$ cat src/rtl/btb_predictor.sv
// Direct-mapped branch target buffer with a 2-bit saturating direction counter per entry.
// Optional same-cycle update-to-lookup forwarding is enabled by defining BTB_FWD_EN.
module btb_predictor #(
    parameter int unsigned ENTRIES = 16,
    localparam int unsigned IDX_W = $clog2(ENTRIES)
) (
    input  logic        clk,
    input  logic        rst,
    input  logic [31:0] pc,
    input  logic        update_en,
    input  logic [31:0] update_pc,
    input  logic [31:0] update_target,
    input  logic        update_taken,
    input  logic        btb_clear,
    output logic [31:0] btb_target_pc,
    output logic        btb_pc_valid,
    output logic        btb_pc_predictTaken
);

    localparam int unsigned TAG_W = 30 - IDX_W;

    logic             r_valid  [ENTRIES];
    logic [TAG_W-1:0] r_tag    [ENTRIES];
    logic [31:0]      r_target [ENTRIES];
    logic [1:0]       r_ctr    [ENTRIES];

    logic [IDX_W-1:0] w_idx;
    logic [TAG_W-1:0] w_tag;
    logic             w_hit;
    logic [IDX_W-1:0] w_uidx;
    logic [TAG_W-1:0] w_utag;
    logic             w_uhit;
    logic [1:0]       w_new_ctr;
    logic             w_write;
    logic             w_fwd;
    logic             w_unused_lsbs;

    assign w_idx  = pc[IDX_W+1:2];
    assign w_tag  = pc[31:IDX_W+2];
    assign w_hit  = r_valid[w_idx] && (r_tag[w_idx] == w_tag);

    assign w_uidx = update_pc[IDX_W+1:2];
    assign w_utag = update_pc[31:IDX_W+2];
    assign w_uhit = r_valid[w_uidx] && (r_tag[w_uidx] == w_utag);

    // Byte offset within the word never participates in index or tag.
    assign w_unused_lsbs = ^{pc[1:0], update_pc[1:0]};

    // Not-taken misses are never allocated.
    assign w_write = update_en && !btb_clear && (w_uhit || update_taken);

    always_comb begin
        w_new_ctr = 2'b10;
        if (w_uhit) begin
            if (update_taken) begin
                w_new_ctr = (r_ctr[w_uidx] == 2'b11) ? 2'b11 : r_ctr[w_uidx] + 2'b01;
            end else begin
                w_new_ctr = (r_ctr[w_uidx] == 2'b00) ? 2'b00 : r_ctr[w_uidx] - 2'b01;
            end
        end
    end

`ifdef BTB_FWD_EN
    assign w_fwd = w_write && (w_uidx == w_idx) && (w_utag == w_tag);
`else
    assign w_fwd = 1'b0;
`endif

    always_ff @(posedge clk or posedge rst) begin
        if (rst) begin
            for (int unsigned i = 0; i < ENTRIES; i++) begin
                r_valid[i]  <= 1'b0;
                r_tag[i]    <= '0;
                r_target[i] <= '0;
                r_ctr[i]    <= 2'b01;
            end
        end else if (btb_clear) begin
            for (int unsigned i = 0; i < ENTRIES; i++) begin
                r_valid[i] <= 1'b0;
            end
        end else if (w_write) begin
            r_valid[w_uidx] <= 1'b1;
            r_tag[w_uidx]   <= w_utag;
            r_ctr[w_uidx]   <= w_new_ctr;
            if (update_taken) begin
                r_target[w_uidx] <= update_target;
            end
        end
    end

    always_comb begin
        btb_pc_valid        = w_hit;
        btb_pc_predictTaken = w_hit && r_ctr[w_idx][1];
        btb_target_pc       = w_hit ? r_target[w_idx] : 32'h0;
        if (w_fwd) begin
            btb_pc_valid        = 1'b1;
            btb_pc_predictTaken = w_new_ctr[1];
            btb_target_pc       = update_taken ? update_target : r_target[w_idx];
        end
    end

endmodule

$ cat config.mk
export PLATFORM = sky130hd
export DESIGN_NAME = btb_predictor
export DESIGN_NICKNAME = d
export VERILOG_FILES = /design/src/rtl/btb_predictor.sv
export SDC_FILE = /design/constraint.sdc
export NUM_CORES = 2
export LEC_CHECK = 0
export BUFFER_PORTS_ARGS = -buffer_cell sky130_fd_sc_hd__clkbuf_2
export CAP_MARGIN = 15
export CELL_PAD_IN_SITES_DETAIL_PLACEMENT = 0
export CELL_PAD_IN_SITES_GLOBAL_PLACEMENT = 1
export CORE_MARGIN = 8
export CORE_UTILIZATION = 25
export CTS_BUF_LIST = sky130_fd_sc_hd__clkbuf_2
export DETAILED_ROUTE_END_ITERATION = 10
export MAX_ROUTING_LAYER = met4
export PLACE_DENSITY = 0.54
export SLEW_MARGIN = 25
export SYNTH_ARGS = -nofsm -noshare
export SYNTH_HDL_FRONTEND = slang
export SYNTH_SLANG_ARGS = --single-unit
$ cat constraint.sdc
create_clock -name clk -period 70.7 [get_ports clk]
set_input_delay 10.605 -clock clk [delete_from_list [all_inputs] [get_ports clk]]
set_output_delay 10.605 -clock clk [all_outputs]
set_load 0.005 [all_outputs]
[After elaboration in Yosys (flattened, before gate mapping)]
Cells that the tools add are included.
Storage, ports and cells
  flip-flop bits (word level): 976
  input bits: 101
  output and inout bits: 34
Operators by class
  add/subtract/negate cells: 2
  magnitude comparators: 3
  eq/ne operators: 3
  multiplexer cells: 39
  bitwise gates (word level): 4
  reduce and logical (&&, ||, !) cells: 12
Operators with widths (count)
  $bwmux 512: 1
  $bwmux 416: 1
  $bmux 26 s4: 2
  $mux 26: 5
  $bmux 32 s4: 1
  $demux 32 s4: 1
  $mux 32: 4
  $demux 26 s4: 1
  $eq 26x26->1: 2
  $bwmux 32: 1
  $mux 16: 2
  $mux 2: 9
  $bmux 2 s4: 2
  $or 16x16->16: 1
  $ge 5x5->1 const B: 2
  $not 4->5: 2
  $bmux 1 s4: 2
  $demux 2 s4: 1
  $logic_and 1x1->1: 6
  $lt 5x1->1 const B: 1
  $mux 1: 5
  $demux 1 s4: 1
  $reduce_and 3->1: 1
  $add 2x1->2 const B: 1
  8 further kinds: 8

[Longest topological paths before layout]
  depth after elaboration: 10
  mapped depth: 16

[Least setup slack after synthesis]
Ideal clock, no wire load.
  path type: input to output
  from: in pc[2]
  to: out btb_pc_predictTaken
  arrival: 13802 ps
  data required time: 60095 ps
  path slack: 46293 ps
  cell stages on the path: 8
  buffers on the path: 5
  cell sequence: clkbuf_1 > buf_1 > clkbuf_1 > buf_1 > buf_1 > mux4_2 > mux4_2 > and3_1
On the way
  word-level cells in the longest chain between the ends: 7
  elaborated cells on any way between the ends: 13
Ends and longest elaborated chain
  from (decl): RTL line 9  | input logic [31:0] pc,
  $not 4->5 (*)
  $bmux 26 s4: RTL line 40  | assign w_hit = r_valid[w_idx] && (r_tag[w_idx] == w_tag);
  $mux 26 (not written as such) (2 in a row): RTL line 40
  $eq 26x26->1: RTL line 40
  $logic_and 1x1->1: RTL line 40
  $logic_and 1x1->1 (*): RTL line 93  | btb_pc_predictTaken = w_hit && r_ctr[w_idx][1];
  to (decl): RTL line 17  | output logic btb_pc_predictTaken
Mark *: on every way between the ends. The rest lies on a longest branch, timed or not. The select of a mux whose other input is x is not followed.

[Worst setup path in the final report]
  from: in pc[2]
  to: out btb_target_pc[4]
On the way
  word-level cells in the longest chain between the ends: 7
  elaborated cells on any way between the ends: 13
Ends and longest elaborated chain
  $not 4->5 (*)
  $bmux 26 s4: RTL line 40
  $mux 26 (not written as such) (2 in a row): RTL line 40
  $eq 26x26->1: RTL line 40
  $logic_and 1x1->1: RTL line 40
  $mux 32 (*): RTL line 94  | btb_target_pc = w_hit ? r_target[w_idx] : 32'h0;
  to (decl): RTL line 15  | output logic [31:0] btb_target_pc,
Marks and branches as above.

==> impl_metrics.yaml <==
global_routing:
  grt.total_usage_pct: 14.4
  grt_overflow: 0
  first_global_vias: 31800
  grt_max_degree: 154
  grt_first_pass_wirelength_um: 221000
  grt_antenna_before_repair: 20
sta:
  setup_viol: 0
  setup-tns-final_ns: 0
  max_slew_margin_pct: 26.1
  hold_viol: 0
  min_period_ns: 26.20
  worst_pin_slew_ns: 1.11
  rsz0062_at_grt: "no"
  fin_skew_ns: 0.107
  timing.fmax_mhz: 38.2
  holdWs_ns: 0.488
  slew_violations: 0
  fin_crit_sh_pct: 37.1
clock_network:
  cts_buffers: 277
  clockBufferDepth: 4
  insertion_delay_ns: 1.61
  h-tree-depth: 5
  cts_tree: "built"
  hold_buffers: 0
  post-cts-setup-buffers: 0
  cts_sinks: 976
  clock-root-buffer: "clkbuf_2"
  path_clk_slew_ns: 0.11
  ctsResizeCount: 0
setup_path:
  crit_buf_inv: 6
  cpMostUsedCell: "mux4_2"
  cp-end-kind: "output pin"
  r2r_start: "r_tag[109]"
  cpPeakStageDelay_ns: 0.65
  cp-start-kind: "input pin"
  cp_cell_sequence: "buf_8 > buf_16 > buf_12 > buf_6 > mux4_2 > mux4_2 > xnor2_1 > nand4_1 > nor3_2 > buf_4 > and3_1 > clkbuf_2"
  cp_top_family: "buffers and inverters"
  worst-r2r-setup-slack_ns: 66.01
  critPathRequiredTime_ns: 60.09
  crit_cells: 12
  reg2reg_depth: 11
  crit_start: "pc[2]"
  path_max_fanout: 85
  path_class: "in -> out"
  crit_arrival_ns: 15.60
  slowest_stage: "buf_6"
synth:
  ys_seq_area_share_pct: 50.4
  yosysUniqueCellTypes: 65
  synth-seq-cells: 976
  yosysTopAreaCellShare_pct: 49.6
  synthMuxAreaShare_pct: 41.3
  synthSimpleGateAreaFrac_pct: 2.14
  synth_top_family_by_area: "multiplexers"
  synth_fa_ha_area_share_pct: 0.0413
  synth.most_common_cell: "dfrtp_1"
  synth_top_flop_cell: "dfrtp_1"
  synth_area_leaders: "dfrtp_1 (50%), mux2_2 (22%), mux4_2 (18%)"
  synth_xor_area_share_pct: 1.05
  avgSynthCellArea_um2: 15.8
  syn_area_um2: 48500
  synth_nets: 3175
  synth-edff-count: 0
  ys_async_sr_fraction_pct: 100
  syn_inst: 3074
  synth-compound-area-share_pct: 2.12
  synthTopCellsByCount: "dfrtp_1 (960), mux2_2 (927), mux4_2 (387)"
  ys.warnings.count: 0
  synth_top_cell_by_area: "dfrtp_1"
floorplan:
  start_util_pct: 25.2
  fp.coreArea_um2: 193000
  die_y_um: 456
  die_x_um: 456
  std_cell_rows: 161
  dieArea_um2: 208000
  ios: 135
power:
  leakagePower_nw: 24.2
  power_frac_seq_pct: 52.9
  p_per_area_nw_per_um2: 23.6
  p_int_uw: 901
  pwr-share-comb_pct: 16.6
  p_sw_share_pct: 29.3
  netSwitchingPower_uw: 372
  clockPowerShare_pct: 30.5
  vdd_drop_max_mv: 0.0154
route:
  vias: 28800
  wl_um: 148000
  drt_iter0_drc: 1442
  dr.pass1.iters: 5
  postRouteAntennaNets: 0
  drc_errors: 0
  avgViaCountPerCell: 4.84
  wl_per_cell_um: 24.8
placed_design:
  dpl.hpwl_um: 80900
  dpl.cell_count: 5513
  io_buffers: 130
  place.gp.congestion: 0.734
cells_and_area:
  fin_cells: 5962
  n_fill_cell: 19600
  finalNetCount: 3368
  drive_above_1_share_pct: 57.5
  area_growth_syn_to_layout_pct: 11.4
hold_path:
  hp-start: "r_ctr[26]"
  min_path_type: "reg -> reg"
  whs_path_depth: 2
flow_run:
  maxCapViolCount: 0
outcome:
  status: "completed"
layer usage:
layer / vias to the layer above / global-route usage, % / routed length, µm
met3: 250 / 2.86 / 5150
met1: 15800 / 17.9 / 64800
li1: 12300 / - / -
met2: 584 / 23.6 / 73700
met5: - / - / 0
met4: 0 / 4.68 / 4150
sequential cells by signal (all words and copies together), names as in the netlist:
| name | flops |
|---|---|
| r_target | 512 |
| r_tag | 416 |
| r_ctr | 32 |
| r_valid | 16 |
worst paths after layout:
kind | end
setup / recovery | btb_target_pc[4]
hold / removal | r_ctr[26]
setup reg to reg | r_tag[164]
hold reg to reg | r_ctr[26]
max in group asynchronous | r_target[23]
min in group asynchronous | r_tag[355]
placed cells by master, fill, tap and decap left out, drive strengths merged, types with 23 or more instances in the layout:
| cell type | synthesis | layout |
|---|---|---|
| and3 | 33 | 33 |
| clkinv | 2 | 42 |
| nand3 | 23 | 23 |
| mux2i | 79 | 79 |
| mux4 | 387 | 387 |
| a22oi | 24 | 24 |
| nand2 | 27 | 27 |
| nor2 | 63 | 63 |
| xnor2 | 39 | 39 |
| dfrtp | 960 | 960 |
| clkbuf | 168 | 515 |
| mux2 | 935 | 935 |
| inv | 22 | 24 |
| buf | 118 | 75 |
power groups by stage:
stage	logic (mW)	clock network (mW)	registers [mW]
detailed placement	0.215	0	0.684
CTS	0.215	0.414	0.673
global route	0.228	0.440	0.684
global placement	0.211	0	0.683
floorplan	0.168	0	0.670
finish	0.211	0.389	0.673
worst register-to-register path: stages, from the launching register on:
cell and delay, ns:
dfrtp_1 0.42, mux4_2 0.49, a22oi_1 0.19, nand3_1 0.12
xor2_1 0.21, nor3_1 0.49, o211ai_1 0.41, nor4_4 0.34
buf_4 0.43, o21a_2 0.49, buf_4 0.54, mux2_2 0.42
kinds of logic after synthesis:
group / count (synthesis)
flops: 976
compound gates: 124
mux: 1401
fa+ha+maj: 2
buf+inv: 310
xor+xnor: 58
simple gates: 203
area by class of cell:
type / count / area [µm²] / share of cell area (%)
Inverter: 24 / 97.6 / 0.181
Antenna cell: 15 / 37.5 / 0.0695
Multi-Input combinational cell: 1788 / 22800 / 42.3
Sequential cell: 976 / 24400 / 45.3
Clock inverter: 43 / 189 / 0.350
Clock buffer: 390 / 1950 / 3.62
Tap cell: 2526 / 3160 / 5.85
Timing Repair Buffer: 200 / 1280 / 2.38
through the flow:
stage                     total power, mW  setup slack [ns]  utilization [%]  cell area, µm²
final                                1.27             44.50             28.0           54000
after global routing                 1.35             44.11             28.0           54000
after CTS                            1.30             43.98             28.0           53900
after detailed placement            0.898             44.00             26.9           51800
after global placement              0.894             43.96             26.9           51800
after floorplan                     0.838             32.67                -           48500
No activity file was read; power rests on OpenSTA's default activity.
